## src/rtl/alu_operand_stage_if.sv

```systemverilog
// Handshake, result-bundle and writeback signals between the issue stage,
// its instruction source and the ALU.
interface alu_operand_stage_if #(
  parameter int XLEN = 32
);
  logic            in_valid;
  logic            in_ready;
  logic [31:0]     in_instr;
  logic            out_valid;
  logic            out_ready;
  logic [XLEN-1:0] A;
  logic [XLEN-1:0] B;
  logic [3:0]      ALUControl;
  logic [4:0]      out_rd;
  logic            out_wen;
  logic            out_illegal;
  logic            wb_en;
  logic [4:0]      wb_rd;
  logic [XLEN-1:0] wb_data;

  modport master (
    output in_valid, in_instr, out_ready, wb_en, wb_rd, wb_data,
    input  in_ready, out_valid, A, B, ALUControl, out_rd, out_wen, out_illegal
  );

  modport slave (
    input  in_valid, in_instr, out_ready, wb_en, wb_rd, wb_data,
    output in_ready, out_valid, A, B, ALUControl, out_rd, out_wen, out_illegal
  );
endinterface

```

## src/rtl/alu_operand_stage.sv

```systemverilog
// R-type issue stage: decodes funct, reads operands with writeback bypass,
// tracks outstanding destinations and presents a registered bundle to the ALU.
module alu_operand_stage #(
  parameter int NREGS = 32,
  parameter int XLEN  = 32
) (
  input logic               clk,
  input logic               reset,
  alu_operand_stage_if.slave bus
);

  typedef enum logic [3:0] {
    ALU_AND = 4'b0000,
    ALU_OR  = 4'b0001,
    ALU_ADD = 4'b0010,
    ALU_SUB = 4'b0110,
    ALU_SLT = 4'b0111,
    ALU_ILL = 4'b1111
  } alu_ctrl_e;

  typedef struct packed {
    logic [XLEN-1:0] a;
    logic [XLEN-1:0] b;
    alu_ctrl_e       ctrl;
    logic [4:0]      rd;
    logic            wen;
    logic            ill;
  } bundle_t;

  logic [5:0]       opcode, funct;
  logic [4:0]       rs, rt, rd;
  logic             unused_shamt;
  logic             legal;
  alu_ctrl_e        alu_ctrl;
  logic             wen_dec;
  logic [NREGS-1:0] wb_clr, pend_avail;
  logic             hazard, fire;
  logic [XLEN-1:0]  a_rd, b_rd;

  logic [XLEN-1:0]  regs_q [NREGS];
  logic [XLEN-1:0]  regs_d [NREGS];
  logic [NREGS-1:0] pending_q, pending_d;
  logic             out_valid_q, out_valid_d;
  bundle_t          bundle_q, bundle_d;

  assign opcode       = bus.in_instr[31:26];
  assign rs           = bus.in_instr[25:21];
  assign rt           = bus.in_instr[20:16];
  assign rd           = bus.in_instr[15:11];
  assign funct        = bus.in_instr[5:0];
  assign unused_shamt = ^bus.in_instr[10:6];

  // NOTE: every always_comb output gets a default first so no path leaves it unassigned (no latch).
  always_comb begin
    legal    = (opcode == 6'd0);
    alu_ctrl = ALU_ILL;
    case (funct)
      6'b100100: alu_ctrl = ALU_AND;
      6'b100101: alu_ctrl = ALU_OR;
      6'b100000: alu_ctrl = ALU_ADD;
      6'b100010: alu_ctrl = ALU_SUB;
      6'b101010: alu_ctrl = ALU_SLT;
      default:   legal    = 1'b0;
    endcase
    if (!legal) alu_ctrl = ALU_ILL;
  end

  assign wen_dec = legal && (rd != '0);

  // A register whose writeback lands this cycle no longer blocks anybody.
  assign wb_clr     = bus.wb_en ? (NREGS'(1) << bus.wb_rd) : '0;
  assign pend_avail = pending_q & ~wb_clr;
  assign hazard     = legal && (pend_avail[rs] || pend_avail[rt] || pend_avail[rd]);

  assign bus.in_ready = !reset && (!out_valid_q || bus.out_ready) && !hazard;
  assign fire         = bus.in_valid && bus.in_ready;

  always_comb begin
    a_rd = regs_q[rs];
    if (rs == '0)                              a_rd = '0;
    else if (bus.wb_en && (bus.wb_rd == rs))   a_rd = bus.wb_data;
    b_rd = regs_q[rt];
    if (rt == '0)                              b_rd = '0;
    else if (bus.wb_en && (bus.wb_rd == rt))   b_rd = bus.wb_data;
  end

  always_comb begin
    regs_d = regs_q;
    if (bus.wb_en && (bus.wb_rd != '0)) regs_d[bus.wb_rd] = bus.wb_data;

    // Issue sets after the writeback clears, so a same-cycle set wins.
    pending_d = pending_q & ~wb_clr;
    if (fire && wen_dec) pending_d[rd] = 1'b1;
    pending_d[0] = 1'b0;

    out_valid_d = out_valid_q;
    bundle_d    = bundle_q;
    if (fire) begin
      out_valid_d = 1'b1;
      bundle_d    = '{a: a_rd, b: b_rd, ctrl: alu_ctrl, rd: rd, wen: wen_dec, ill: !legal};
    end else if (bus.out_ready) begin
      out_valid_d = 1'b0;
    end
  end

  // NOTE: state registers use non-blocking assignments only; blocking belongs in always_comb.
  always_ff @(posedge clk) begin
    if (reset) begin
      // NOTE: the register file is reset too, since r1..r31 must read zero after reset.
      for (int i = 0; i < NREGS; i++) regs_q[i] <= '0;
      pending_q   <= '0;
      out_valid_q <= 1'b0;
      bundle_q    <= '0;
    end else begin
      regs_q      <= regs_d;
      pending_q   <= pending_d;
      out_valid_q <= out_valid_d;
      bundle_q    <= bundle_d;
    end
  end

  assign bus.out_valid   = out_valid_q;
  assign bus.A           = bundle_q.a;
  assign bus.B           = bundle_q.b;
  assign bus.ALUControl  = bundle_q.ctrl;
  assign bus.out_rd      = bundle_q.rd;
  assign bus.out_wen     = bundle_q.wen;
  assign bus.out_illegal = bundle_q.ill;

endmodule

```

## src/flat_wrapper.sv

```systemverilog
// flat-port wrapper written by rule: the top's interface ports become plain ports
module alu_operand_stage_flat 
#(
  parameter int NREGS = 32,
  parameter int XLEN  = 32
)
  (clk, reset, bus_in_valid, bus_in_instr, bus_out_ready, bus_wb_en, bus_wb_rd, bus_wb_data, bus_in_ready, bus_out_valid, bus_A, bus_B, bus_ALUControl, bus_out_rd, bus_out_wen, bus_out_illegal);
  alu_operand_stage_if #(.XLEN(XLEN)) bus_i ();
  input logic clk;
  input logic reset;
  input wire logic [$bits(bus_i.in_valid)-1:0] bus_in_valid;
  input wire logic [$bits(bus_i.in_instr)-1:0] bus_in_instr;
  input wire logic [$bits(bus_i.out_ready)-1:0] bus_out_ready;
  input wire logic [$bits(bus_i.wb_en)-1:0] bus_wb_en;
  input wire logic [$bits(bus_i.wb_rd)-1:0] bus_wb_rd;
  input wire logic [$bits(bus_i.wb_data)-1:0] bus_wb_data;
  output wire logic [$bits(bus_i.in_ready)-1:0] bus_in_ready;
  output wire logic [$bits(bus_i.out_valid)-1:0] bus_out_valid;
  output wire logic [$bits(bus_i.A)-1:0] bus_A;
  output wire logic [$bits(bus_i.B)-1:0] bus_B;
  output wire logic [$bits(bus_i.ALUControl)-1:0] bus_ALUControl;
  output wire logic [$bits(bus_i.out_rd)-1:0] bus_out_rd;
  output wire logic [$bits(bus_i.out_wen)-1:0] bus_out_wen;
  output wire logic [$bits(bus_i.out_illegal)-1:0] bus_out_illegal;
  assign bus_i.in_valid = bus_in_valid;
  assign bus_i.in_instr = bus_in_instr;
  assign bus_i.out_ready = bus_out_ready;
  assign bus_i.wb_en = bus_wb_en;
  assign bus_i.wb_rd = bus_wb_rd;
  assign bus_i.wb_data = bus_wb_data;
  assign bus_in_ready = bus_i.in_ready;
  assign bus_out_valid = bus_i.out_valid;
  assign bus_A = bus_i.A;
  assign bus_B = bus_i.B;
  assign bus_ALUControl = bus_i.ALUControl;
  assign bus_out_rd = bus_i.out_rd;
  assign bus_out_wen = bus_i.out_wen;
  assign bus_out_illegal = bus_i.out_illegal;
  alu_operand_stage #(.NREGS(NREGS), .XLEN(XLEN)) u_core (.clk(clk), .reset(reset), .bus(bus_i));
endmodule
```

## config.mk

```make
export PLATFORM = sky130hd
export DESIGN_NAME = alu_operand_stage_flat
export DESIGN_NICKNAME = d
export VERILOG_FILES = /design/src/rtl/alu_operand_stage_if.sv /design/src/rtl/alu_operand_stage.sv /design/src/flat_wrapper.sv
export SDC_FILE = /design/constraint.sdc
export NUM_CORES = 2
export LEC_CHECK = 0
export BUFFER_PORTS_ARGS = -buffer_cell sky130_fd_sc_hd__buf_2
export CELL_PAD_IN_SITES_DETAIL_PLACEMENT = 1
export CELL_PAD_IN_SITES_GLOBAL_PLACEMENT = 1
export CORE_MARGIN = 2
export CORE_UTILIZATION = 40
export CTS_BUF_LIST = sky130_fd_sc_hd__clkbuf_8
export DETAILED_ROUTE_END_ITERATION = 8
export PLACE_DENSITY_LB_ADDON = 0.1
export SLEW_MARGIN = 20
export SYNTH_ARGS = -nofsm -noshare
export SYNTH_HDL_FRONTEND = slang
export SYNTH_SLANG_ARGS = --single-unit
export TNS_END_PERCENT = 30
```

## constraint.sdc

```tcl
create_clock -name clk -period 5.1 [get_ports clk]
set_input_delay 1.02 -clock clk [delete_from_list [all_inputs] [get_ports clk]]
set_output_delay 1.02 -clock clk [all_outputs]
set_load 0.05 [all_outputs]
```

==> results.md <==
- Status: finished clean
- Critical Path RT: 4.08 ns
- Post-synth EDFFs: 0
- Gr usage total: 34.3%
- Max-slew violation count: 0
- Mean Syn Cell Area: 9.07 um2
- Min Tclk post-route: 5.02 ns
- Finished Layout Cells: 8,213
- TritonCTS sink count: 1,130
- Hpwl dp: 142,000 um
- Rel. slew slack: 20.0%
- Final Hold Fails: 0
- DRT antenna net count: 0
- H-Tree Depth: 4
- Power density over the cells: 302 mW/mm2
- Critical Path AT: 4.00 ns
- Io pins: 151
- DR DRC count: 0
- Avg WL per Cell: 30.9 um
- CP Launch Type: primary input
- P_int: 13.9 mW
- Share of layout cells above drive strength 1: 20.4%
- CP max FO: 17
- Die X: 382 um
- Initial core utilization: 40.4%
- Synth async-reset ratio: 0%
- Postcts setup bufs: 0
- Ys Warns: 0
- Yosys cell types: 69
- Leak: 21.5 nW
- Design area: 0.0638 mm2
- Pre-antenna DRT Iters: 5
- Share of the synthesized area in the top cell type: 39.5%
- Crit share post-route: 98.4%
- Vias in the first global route: 51.2k
- Placed insts: 7,848
- Most frequent cell after synthesis: nand2_1
- Vias: 51.6k
- Routed wire length: 254,000 um
- Syn_nets: 6,392
- Core area: 0.142 mm2
- Die Ht: 382 um
- Worst slew pin tran: 1.20 ns
- Flop pwr share: 46.5%
- Switching share of total power: 27.9%
- GRT Residual Overflow: 0
- Peak supply drop: 260 uV
- Nets: 6,237
- Inserted Clock Buffers: 203
- MaxCap Viol Count: 0
- Die area: 0.146 mm2
- Rows: 138
- Post-layout power: 19.3 mW
- Flop2flop setup slack: 2.04 ns
- CTS tree: built
- Most used flip-flop cell after synthesis: dfxtp_1
- Final worst slack: 0.0812 ns
- Seq/Total Area, Yosys: 39.5%
- RSZ-0062 raised after global routing: no
- GPL Wtd Cong: 0.890
- Clock power share: 44.7%
- Placed Instance Area: 0.0598 mm2
- Largest net degree at the start of global routing: 188
- Synth cell count leaders: nand2_1 (2,175), dfxtp_1 (1,130), a21oi_1 (1,074), mux4_2 (606), clkbuf_1 (558)
- Area leader, netlist: dfxtp_1
- Clock root cell: clkbuf_8
- Register Area: 0.0226 mm2
- Worst Hold Slack: 0.373 ns
- Final setup TNS: 0 ns
- Final setup fails: 0
- First-pass GRT wire length: 366,000 um
- Final Util: 45.0%
- Synth top area cells: dfxtp_1 (39%), mux4_2 (24%), nand2_1 (14%)
- Initial drt markers: 5,738
- Yosys reg bits: 1,130
- Clk buf depth: 3
- CTS clk-pin slew, worst paths: 0.06 ns
- DP Worst Slack: -0.0262 ns
- Worst skew pair latency: 0.96 ns
- Synth Instances: 6,318
- IO Port Bufs: 145
- Critical Path End Type: output pin
- Critical Setup Path Class: in2out
- Clk_skew: 0.0344 ns
- Syn Std Cell Area: 0.0573 mm2
- Comb power frac: 8.8%
- Layout Area Growth over Synthesis: 11.4%
- Vias per std cell: 6.28
- Fill cell count: 16.2k
- Initial antenna violation count: 11
- Sw Pwr: 5.37 mW
- Fmax: 199 MHz
- Area of the multi-input gates: 0.0324 mm2
- Hold Crit Class: in2reg
-- cells in the final DEF, fill, tap and decap left out, types with 9 or more instances in the layout --
master	instances
nand2_2	29
and2_1	35
clkinv_2	14
nor2b_1	51
o211ai_1	64
buf_4	152
nor2_4	28
nand4_1	24
inv_1	84
buf_12	20
clkbuf_8	259
nand2_1	2144
a211oi_1	37
buf_2	134
a21oi_1	1073
o21ai_0	17
nand2b_1	9
or4_1	10
dfxtp_1	1130
nor2_1	36
nand3_1	22
mux4_2	606
a31oi_1	12
mux2i_1	155
-- final timing paths --
check / start / endpoint / cells after the start
min: bus_in_valid / u_core.bus.out_valid / 3
min reg2reg: u_core.bus.B[9] / u_core.bus.B[9] / 2
max: bus_wb_rd[4] / bus_in_ready / 11
max reg2reg: u_core.pending_q[6] / u_core.pending_q[29] / 8
-- sequential cells by signal, indices dropped and copies added (netlist names) --
signal	cells
u_core.bus.A	32
u_core.pending_q	31
u_core.bus.B	32
u_core.regs_q	1024
u_core.bus.out_illegal	1
u_core.bus.out_valid	1
u_core.bus.ALUControl	3
u_core.bus.out_wen	1
u_core.bus.out_rd	5
-- power by group through the flow --
stage,combinational [mW],clock [mW],sequential (mW)
final,1.70,8.62,8.96
after global routing,1.77,9.14,8.96
after CTS,1.68,8.75,8.96
after detailed placement,1.68,0,9.15
after global placement,1.67,0,9.15
after floorplan,1.03,0,9.20
-- layer usage --
metal / global-route usage, % / part of all wire, %
met5: 0 / 0.013
met4: 14.2 / 4.3
met3: 6.72 / 8.6
met2: 54.2 / 46
met1: 45.9 / 41
-- cells by family (layout without fill, tap and decap cells) --
kind of cell              after synthesis  count (layout)  share of synthesized area [%]
DFF                                  1130            1130                           39.5
xor gates and xnor gates               10              10                          0.153
other                                   0               5                              0
buffers and inverters                 686             686                           4.60
and+or+nand+nor                      2451            2451                           17.1
AOI/OAI and AO/OA                    1269            1269                           11.9
muxes                                 772             772                           26.8
-- timing repair --
action                     in CTS  in global routing
pin swaps                       0                  1
hold buffers                    0                  0
gates resized for setup         1                  6
hold endpoints to repair        0                  0
setup endpoints to repair       1                  1
-- layout make-up --
class	count	share of cell area [%]
sequential	1130	35.5
tap	1890	3.71
multi-input combinational	4502	50.8
clock buffer	258	5.57
antenna	5	0.0196
inverter	11	0.0726
clock inverter	102	0.731
timing repair buffer	315	3.65
-- worst max-delay path, cell delays in order --
cell,delay [ns]
buf_2,0.32
nand4bb_1,0.40
o21ai_0,0.58
o221ai_1,0.19
a31oi_1,0.18
nand4_1,0.22
nor4_2,0.41
buf_4,0.18
a21oi_1,0.07
nor3_2,0.14
buf_2,0.28
No activity file was read; power rests on OpenSTA's default activity.
